<file path="src/rtl/jtcop_mcu_bridge.sv">
// MCU side of the main-CPU/MCU "sec" mailbox: latches main commands for the MCU,
// commits MCU responses atomically to mcu_dout and pulses sec2 toward the main CPU.
module jtcop_mcu_bridge #(
  parameter int PULSE_LEN = 8
) (
  input  logic        rst,
  input  logic        clk,
  input  logic [15:0] main_cmd,
  input  logic        main_wr,
  input  logic        main_rd,
  output logic [15:0] mcu_dout,
  output logic        sec2,
  input  logic [1:0]  mcu_addr,
  input  logic        mcu_wr,
  input  logic        mcu_rd,
  input  logic [7:0]  mcu_wdata,
  output logic [7:0]  mcu_rdata,
  output logic        mcu_intn
);

  typedef enum logic [1:0] {IDLE, HIGH, GAP} pulse_st_e;

  localparam logic [7:0] RELOAD = 8'(PULSE_LEN - 1);

  pulse_st_e   st, st_nxt;
  logic [7:0]  cnt, cnt_nxt;
  logic        main_wr_l, main_rd_l;
  logic [15:0] cmd;
  logic [7:0]  resp_lo;
  logic        cmd_pend, ovr, resp_pend;
  logic        wr_fall, rd_fall;
  logic        commit, rd_hi, rd_st, clr_wr;
  logic        pulse_busy;
  logic [7:0]  rd_mux;

  assign wr_fall    = main_wr_l & ~main_wr;
  assign rd_fall    = main_rd_l & ~main_rd;
  assign commit     = mcu_wr & (mcu_addr == 2'd1);
  assign clr_wr     = mcu_wr & (mcu_addr == 2'd2);
  assign rd_hi      = mcu_rd & (mcu_addr == 2'd1);
  assign rd_st      = mcu_rd & (mcu_addr == 2'd2);
  assign pulse_busy = (st != IDLE);
  assign sec2       = (st == HIGH);

  always_ff @(posedge clk or posedge rst) begin
    if (rst) begin
      main_wr_l <= 1'b0;
      main_rd_l <= 1'b0;
    end else begin
      main_wr_l <= main_wr;
      main_rd_l <= main_rd;
    end
  end

  // Command side: a new main write always wins over a same-cycle clear.
  always_ff @(posedge clk or posedge rst) begin
    if (rst) begin
      cmd      <= 16'h0;
      cmd_pend <= 1'b0;
      ovr      <= 1'b0;
      mcu_intn <= 1'b1;
    end else begin
      mcu_intn <= ~cmd_pend;
      if (wr_fall) begin
        cmd      <= main_cmd;
        cmd_pend <= 1'b1;
      end else if (rd_hi || clr_wr) begin
        cmd_pend <= 1'b0;
      end
      if (wr_fall && cmd_pend) ovr <= 1'b1;
      else if (rd_st)          ovr <= 1'b0;
    end
  end

  // Response side: mcu_dout only changes on the high-byte commit.
  always_ff @(posedge clk or posedge rst) begin
    if (rst) begin
      resp_lo   <= 8'h0;
      mcu_dout  <= 16'h0;
      resp_pend <= 1'b0;
    end else begin
      if (mcu_wr && mcu_addr == 2'd0) resp_lo <= mcu_wdata;
      if (commit) begin
        mcu_dout  <= {mcu_wdata, resp_lo};
        resp_pend <= 1'b1;
      end else if (rd_fall) begin
        resp_pend <= 1'b0;
      end
    end
  end

  always_comb begin
    rd_mux = 8'hFF;
    case (mcu_addr)
      2'd0:    rd_mux = cmd[7:0];
      2'd1:    rd_mux = cmd[15:8];
      2'd2:    rd_mux = {4'b0, pulse_busy, ovr, resp_pend, cmd_pend};
      default: rd_mux = 8'hFF;
    endcase
  end

  always_ff @(posedge clk or posedge rst) begin
    if (rst)         mcu_rdata <= 8'h0;
    else if (mcu_rd) mcu_rdata <= rd_mux;
  end

  always_ff @(posedge clk or posedge rst) begin
    if (rst) begin
      st  <= IDLE;
      cnt <= 8'h0;
    end else begin
      st  <= st_nxt;
      cnt <= cnt_nxt;
    end
  end

  // A commit during HIGH inserts one low cycle so the main CPU sees a fresh edge.
  always_comb begin
    st_nxt  = st;
    cnt_nxt = cnt;
    case (st)
      IDLE: if (commit) begin
        st_nxt  = HIGH;
        cnt_nxt = RELOAD;
      end
      HIGH: begin
        if (commit)          st_nxt = GAP;
        else if (cnt == 8'h0) st_nxt = IDLE;
        else                 cnt_nxt = cnt - 8'd1;
      end
      GAP: begin
        st_nxt  = HIGH;
        cnt_nxt = RELOAD;
      end
      default: st_nxt = IDLE;
    endcase
  end

endmodule

</file>
<file path="config.mk">
export PLATFORM = sky130hd
export DESIGN_NAME = jtcop_mcu_bridge
export DESIGN_NICKNAME = d
export VERILOG_FILES = /design/src/rtl/jtcop_mcu_bridge.sv
export SDC_FILE = /design/constraint.sdc
export NUM_CORES = 1
export LEC_CHECK = 0
export ABC_CLOCK_PERIOD_IN_PS = 5690
export CAP_MARGIN = 40
export CORE_ASPECT_RATIO = 0.7
export CORE_UTILIZATION = 45
export CTS_CLUSTER_SIZE = 16
export DETAILED_ROUTE_END_ITERATION = 12
export PLACE_DENSITY = 0.72
export SYNTH_ARGS = -nofsm -noshare
export SYNTH_HDL_FRONTEND = slang
export SYNTH_SLANG_ARGS = --single-unit
</file>
<file path="constraint.sdc">
create_clock -name clk -period 5.69 [get_ports clk]
set_input_delay 0.8535 -clock clk [delete_from_list [all_inputs] [get_ports clk]]
set_output_delay 0.8535 -clock clk [all_outputs]
set_load 0.03 [all_outputs]
</file>
==> results.md, run 1 <==
* Detailed Place HPWL at 3300 um
* #FFs+latches synth at 64
* Reg2Reg Depth at 6
* Synth area leader: dfrtp_1
* Syn Inst Count at 201
* Final hold vios at 0
* Vias/cell at 5.06
* GRT Util Overall at approximately 17%
* CP required at 5.93 ns
* Bufs on Longest Clock Path at 2
* CORE AREA at 5730 sq um
* Sequential cell area fraction in the yosys report at 59.8%
* Layout Nets at 295
* EDFF count, synth at 0
* # IOs at 58
* CTS tree: built
* Layout cells sized above 1 at 26.5%
* Crit. End Element: flop
* Ys async rst share at between 90% and 100%
* Fin crit period at 2.83 ns
* Critical path launch point type: primary input
* Worst-Margin Slew at 0.835 ns
* Total grt overflow at 0
* Initial Util at 46.8%
* RePlAce Congestion at between 0.7 and 0.8
* Vias in the first global route at between 1.5k and 2k
* FMAX at 0.353 GHz
* Post-cts resize count at 0
* CTS Hold Bufs at 0
* CTS sink cnt at 64
* Clk pin slew, worst setup/hold paths at 0.07 ns
* Root Buffer: clkbuf_8
* Crit Path Category: primary input to flop
* DRT Wirelength at 4780 um
* Status: completed
* Number of buffers and inverters on the critical path at 1
* Worst path cell trace: clkdlybuf4s50_1, nand3b_1, o211ai_2, or4_1, a21boi_0
* Commonest non-fill, non-tap cell in the layout: dfrtp_1
* Clock latency on the worst-skew pair at 0.33 ns
* DRC viols at 0
* Pre-CTS WS at roughly 2.5 ns
* Peak VDD IR at between 0.00015 and 0.0002 V
* Cell depth of the worst setup path at 5
* RSZ-0062 raised after global routing: no
* Total of max-cap violations at 0
* Top_reg_cell synth: dfrtp_1
* PwrDens at 399 nW/um^2
* First-pass iteration count of the detailed router at 4
* H-tree Lvls at 3
* CP Max Fanout at 16
* CP arrival at 3.07 ns
* Final WS setup at 2.86 ns
* Hold path depth at 1
* # setup viols final at 0
* First-pass GRT wire length at 8050 um
* # diodes at 0
* Total CTS buffers at 9
* Synth cell types at 38
* Crit-path max cell delay at 0.84 ns
* # Post-CTS Setup Buffers at 0
* Post-Syn Area at 2680 sq um
* Final Skew at 0.00809 ns
* Yosys top cell area share at 58.8%
* Worst path slowest cell: clkdlybuf4s50_1
* Period utilization at 49.8%
* Die Y at 66.6 um
* Die width at 94.3 um
* Setup TNS at 0 ns
* Crit-path leading delay family: simple AND/OR/NAND/NOR gates
* Commonest non-fill, non-tap cells in the layout: dfrtp_1, clkdlybuf4s50_1, mux2_2, inv_1, o21ai_0
* Initial antenna violation count at 0
* Leak at 1.50 nW
* Max_slew headroom at 44.3%
* Fin. max-slew vios at 0
* HP Class: flop to flop
* Num rows at 23
* Vias at 1714
* Port bufs at 57
* Pin count of the biggest net entering global routing at 65
* Post-route ant nets at 0
* Drt wl/cell at ~14 um
* Die ar. at about 6300 sq um
* Syn Nets at 235
* Synth Warn # at 0
* Syn_area_per_cell at 13.3 sq um
* Synth area leaders: dfrtp_1, mux2_2, o21ai_0
* Initial DRC count at between 60 and 70
* Area Growth Syn to Fin at 31.4%
* Final core occ at 61.5%
Yosys cell counts, drive strengths merged, types with 2 or more instances:
cell / n
a21oi: 3
mux2: 43
dfrtp: 63
or3b: 2
or3: 2
nor4: 2
inv: 15
o21ai: 13
mux2i: 2
a21boi: 2
nor2b: 4
nand2b: 3
nand2: 6
a21o: 2
or4: 3
clkbuf: 5
nand3b: 3
nor2: 3
ha: 2
o31ai: 2
o221ai: 7
buf: 5
kinds of logic after synthesis:
| group | synth area share (%) |
|---|---|
| adders and majority gates | 0.933 |
| AOI/OAI and AO/OA | 8.35 |
| and+or+nand+nor | 7.89 |
| muxes | 18.9 |
| DFF | 59.8 |
| buffers and inverters | 4.11 |
registers in the layout (all words and copies together) (netlist names), 2 cells and up:
register and flops:
mcu_dout 16, cmd 16, st 2, mcu_rdata 8
cnt 8, resp_lo 8
per-stage QoR:
step | instances | instance area (sq um) | total power [W] | hold WS, ns
after floorplan | 201 | 2680 | 0.000858 | 0.364
after global placement | 324 | 3300 | 0.000993 | 0.392
after detailed placement | 325 | 3310 | 0.00100 | 0.397
after CTS | 339 | 3520 | 0.00143 | 0.403
after global routing | 339 | 3520 | 0.00148 | 0.418
final | 339 | 3520 | 0.00141 | 0.415
routing by layer:
layer / wire length, um / share of wire [%] / up-vias / global-route usage [%]
li1: - / - / 835 / -
met1: 2430 / 51 / 842 / 23.6
met5: 0 / 0 / - / 0
met2: 2100 / 44 / 32 / 25.1
met3: 213 / 4.5 / 5 / 6.16
met4: 42 / 0.88 / 0 / 7.50
path summary, 6_finish.rpt:
check | startpoint | end | slack, ns
worst max register to register | cnt[0] | cnt[0] | 3.66
min in group asynchronous | rst | mcu_rdata[6] | 1.07
max in group asynchronous | rst | cnt[2] | 4.12
worst min-delay path | cmd_pend | mcu_intn | 0.41
worst max-delay path | mcu_addr[1] | cnt[5] | 2.86
worst min register to register | cmd_pend | mcu_intn | 0.41
report_power, final:
group / switching [W] / total (W) / internal [W]
clock network: 0.000160 / 0.000414 / 0.000254
logic: 0.000202 / 0.000390 / 0.000189
registers: 0.0000538 / 0.000602 / 0.000549
total: 0.000415 / 0.00141 / 0.000991
layout make-up:
| class | count | area (sq um) |
|---|---|---|
| clock inverters | 3 | 67.6 |
| flip-flops and latches | 64 | 1600 |
| clock buffers | 11 | 141 |
| inverters | 15 | 56.3 |
| fillers | 464 | 2200 |
| multi-input cells | 112 | 968 |
| repair buffers | 59 | 593 |
| well taps | 75 | 93.8 |
(Power assumes the default switching activity.)
==> run 2, diff against run 1 <==
ABC_CLOCK_PERIOD_IN_PS = 2800   (was 5690)
clock period = 2.8 ns   (was 5.69 ns; I/O delays follow)
==> results.md, run 2 (synthesis gave the netlist of run 1 again) <==
* Final core occ at 62.3% (+0.81 points)
* Worst hold path startpoint: cmd_pend
* Die ar. at 6280 sq um (unchanged)
* Crit. End Element: primary output
* Hold path depth at 1 (unchanged)
* Die Y at 66.6 um (unchanged)
* Final Skew at 0.00675 ns (-0.00134 ns)
* Die width at 94.3 um (unchanged)
* Reg power frac at 42.2% (-0.6 points)
* CORE AREA at 5730 sq um (unchanged)
* R2R Path Start: cnt[0]
* # Post-CTS Setup Buffers at 0 (unchanged)
* FMAX at approximately 0.46 GHz
* Post-route ant nets at 0 (unchanged)
* Bufs on Longest Clock Path at 2 (unchanged)
* Area Growth Syn to Fin at 33.1%
* HP Class: flop to flop
* Clk pin slew, worst setup/hold paths at 0.07 ns (about the same)
* Vias at 1745 (+1.8%)
* Total of max-cap violations at 0 (unchanged)
* Detailed Place HPWL at 3360 um (+1.8%)
* RSZ-0062 raised after global routing: no
* CTS tree: built
* Final hold vios at 0 (unchanged)
* PwrDens at 812 nW/um^2 (+100%)
* Fin. max-slew vios at 0 (unchanged)
* Vias in the first global route at 1810 (+5.7%)
* Critical path launch point type: flop
* GRT Util Overall at 19.0% (+1.6 points)
* CP required at 2.38 ns (-3.55 ns)
* First-pass iteration count of the detailed router at 4 (unchanged)
* Drt wl/cell at 14.7 um (+4.1%)
* Total CTS buffers at 9 (unchanged)
* Fin crit period at 2.15 ns
* CTS Hold Bufs at 0 (unchanged)
* Part of the power in combinational logic at 27.7% (about the same)
* # diodes at 0 (unchanged)
* CP arrival at 1.73 ns (-1.34 ns)
* Pin count of the biggest net entering global routing at 65 (unchanged)
* Initial Util at 46.8% (unchanged)
* Worst-Margin Slew at 0.549 ns (-0.286 ns)
* RePlAce Congestion at 0.712 (-2.4%)
* Total grt overflow at 0 (unchanged)
* CTS sink cnt at 64 (unchanged)
* Vias/cell at 5.06 (about the same)
* FF-to-FF End: cnt[0]
* Commonest non-fill, non-tap cells in the layout: dfrtp_1, clkdlybuf4s50_1, mux2_2, inv_1, o21ai_0
* Cell-internal power at 0.00203 W (+100%)
* Initial antenna violation count at 0 (unchanged)
* P_sw at 0.000870 W (+110%)
* Status: completed
* Leak at 1.54 nW (+2.2%)
* R2R Setup Slk at 0.75 ns (-2.91 ns)
* Initial DRC count at 85 (+25%)
* Layout Nets at 299 (+1.4%)
* # setup viols final at 0 (unchanged)
* Post-cts resize count at 0 (unchanged)
* Hold EP: mcu_intn
* DRC viols at 0 (unchanged)
* Clock share of power at 30.1% (+0.7 points)
* Commonest non-fill, non-tap cell in the layout: dfrtp_1
* Port bufs at 57 (unchanged)
* Peak VDD IR at 0.000468 V (+140%)
* Crit Path Category: flop to primary output
* Switching share of power at 30.0% (+0.51 points)
* Period utilization at 76.9%
* First-pass GRT wire length at 8730 um (+8.4%)
* Reg2Reg Depth at 6 (unchanged)
* Number of fill cells at 456 (-1.7%)
* Max_slew headroom at 63.3% (+19 points)
* Num rows at 23 (unchanged)
* Setup TNS at 0 ns (unchanged)
* Root Buffer: clkbuf_8
* CP Max Fanout at 4 (-12)
* H-tree Lvls at 3 (unchanged)
* Clock latency on the worst-skew pair at 0.34 ns (about the same)
* Layout cells sized above 1 at 28.1% (+1.6 points)
* DRT Wirelength at 5060 um (+6.0%)
* Leading registers by flop count: cmd: 16 flops, mcu_dout: 16 flops
* # IOs at 58 (unchanged)
run 2: changes by cell type in the layout (fill, tap and decap cells not counted), sizes merged:
| cell | before | now |
|---|---|---|
| clkinv | 0 | 2 |
| clkinvlp | 1 | 0 |
| inv | 15 | 16 |
| buf | 2 | 6 |
run 2: per-layer routing:
metal	up-vias	global-route usage [%]	wire, um
met4	0	6.35	40
li1	838	-	-
met5	-	0	0
met1	862	25.9	2540
met3	6	8.56	273
met2	39	26.8	2210
run 2: how the worst max path moves through the flow:
stage               cells past startpoint     end  slack [ns]        start
floorplan                               1  cmd[0]        0.78          rst
global placement                        5  cnt[6]        0.78  mcu_addr[1]
detailed placement                      5  cnt[6]        0.68  mcu_addr[1]
CTS                                     2    sec2        0.63        st[1]
global route                            2    sec2        0.59        st[1]
finish                                  2    sec2        0.65        st[1]
run 2: metrics by stage:
stage | hold WS, ns | setup slack (ns) | instances | power, W | cell area [sq um]
floorplan | 0.364 | 0.784 | 201 | 0.00174 | 2680
global placement | 0.393 | 0.779 | 329 | 0.00202 | 3350
detailed placement | 0.395 | 0.682 | 329 | 0.00205 | 3350
CTS | 0.396 | 0.626 | 345 | 0.00293 | 3570
global route | 0.416 | 0.588 | 345 | 0.00306 | 3570
finish | 0.398 | 0.647 | 345 | 0.00290 | 3570
run 2: area by class of cell:
class / count / area [sq um] / area share (%)
multi-input combinational: 112 / 968 / 27.1
tap: 75 / 93.8 / 2.63
clock inverter: 5 / 78.8 / 2.21
clock buffer: 11 / 141 / 3.96
inverter: 15 / 56.3 / 1.58
timing repair buffer: 63 / 628 / 17.6
sequential: 64 / 1600 / 44.9
run 2: power groups by stage:
stage	registers [W]	clock network (W)	logic, W
after floorplan	0.00137	0	0.000374
after global placement	0.00123	0	0.000791
after detailed placement	0.00124	0	0.000810
after CTS	0.00122	0.000899	0.000813
after global routing	0.00125	0.000944	0.000866
final	0.00122	0.000873	0.000803
run 2: worst max-delay path: stages (launching register included):
cell             delay, ns
dfrtp_1               0.39
and2b_1               0.29
clkdlybuf4s50_1       0.72
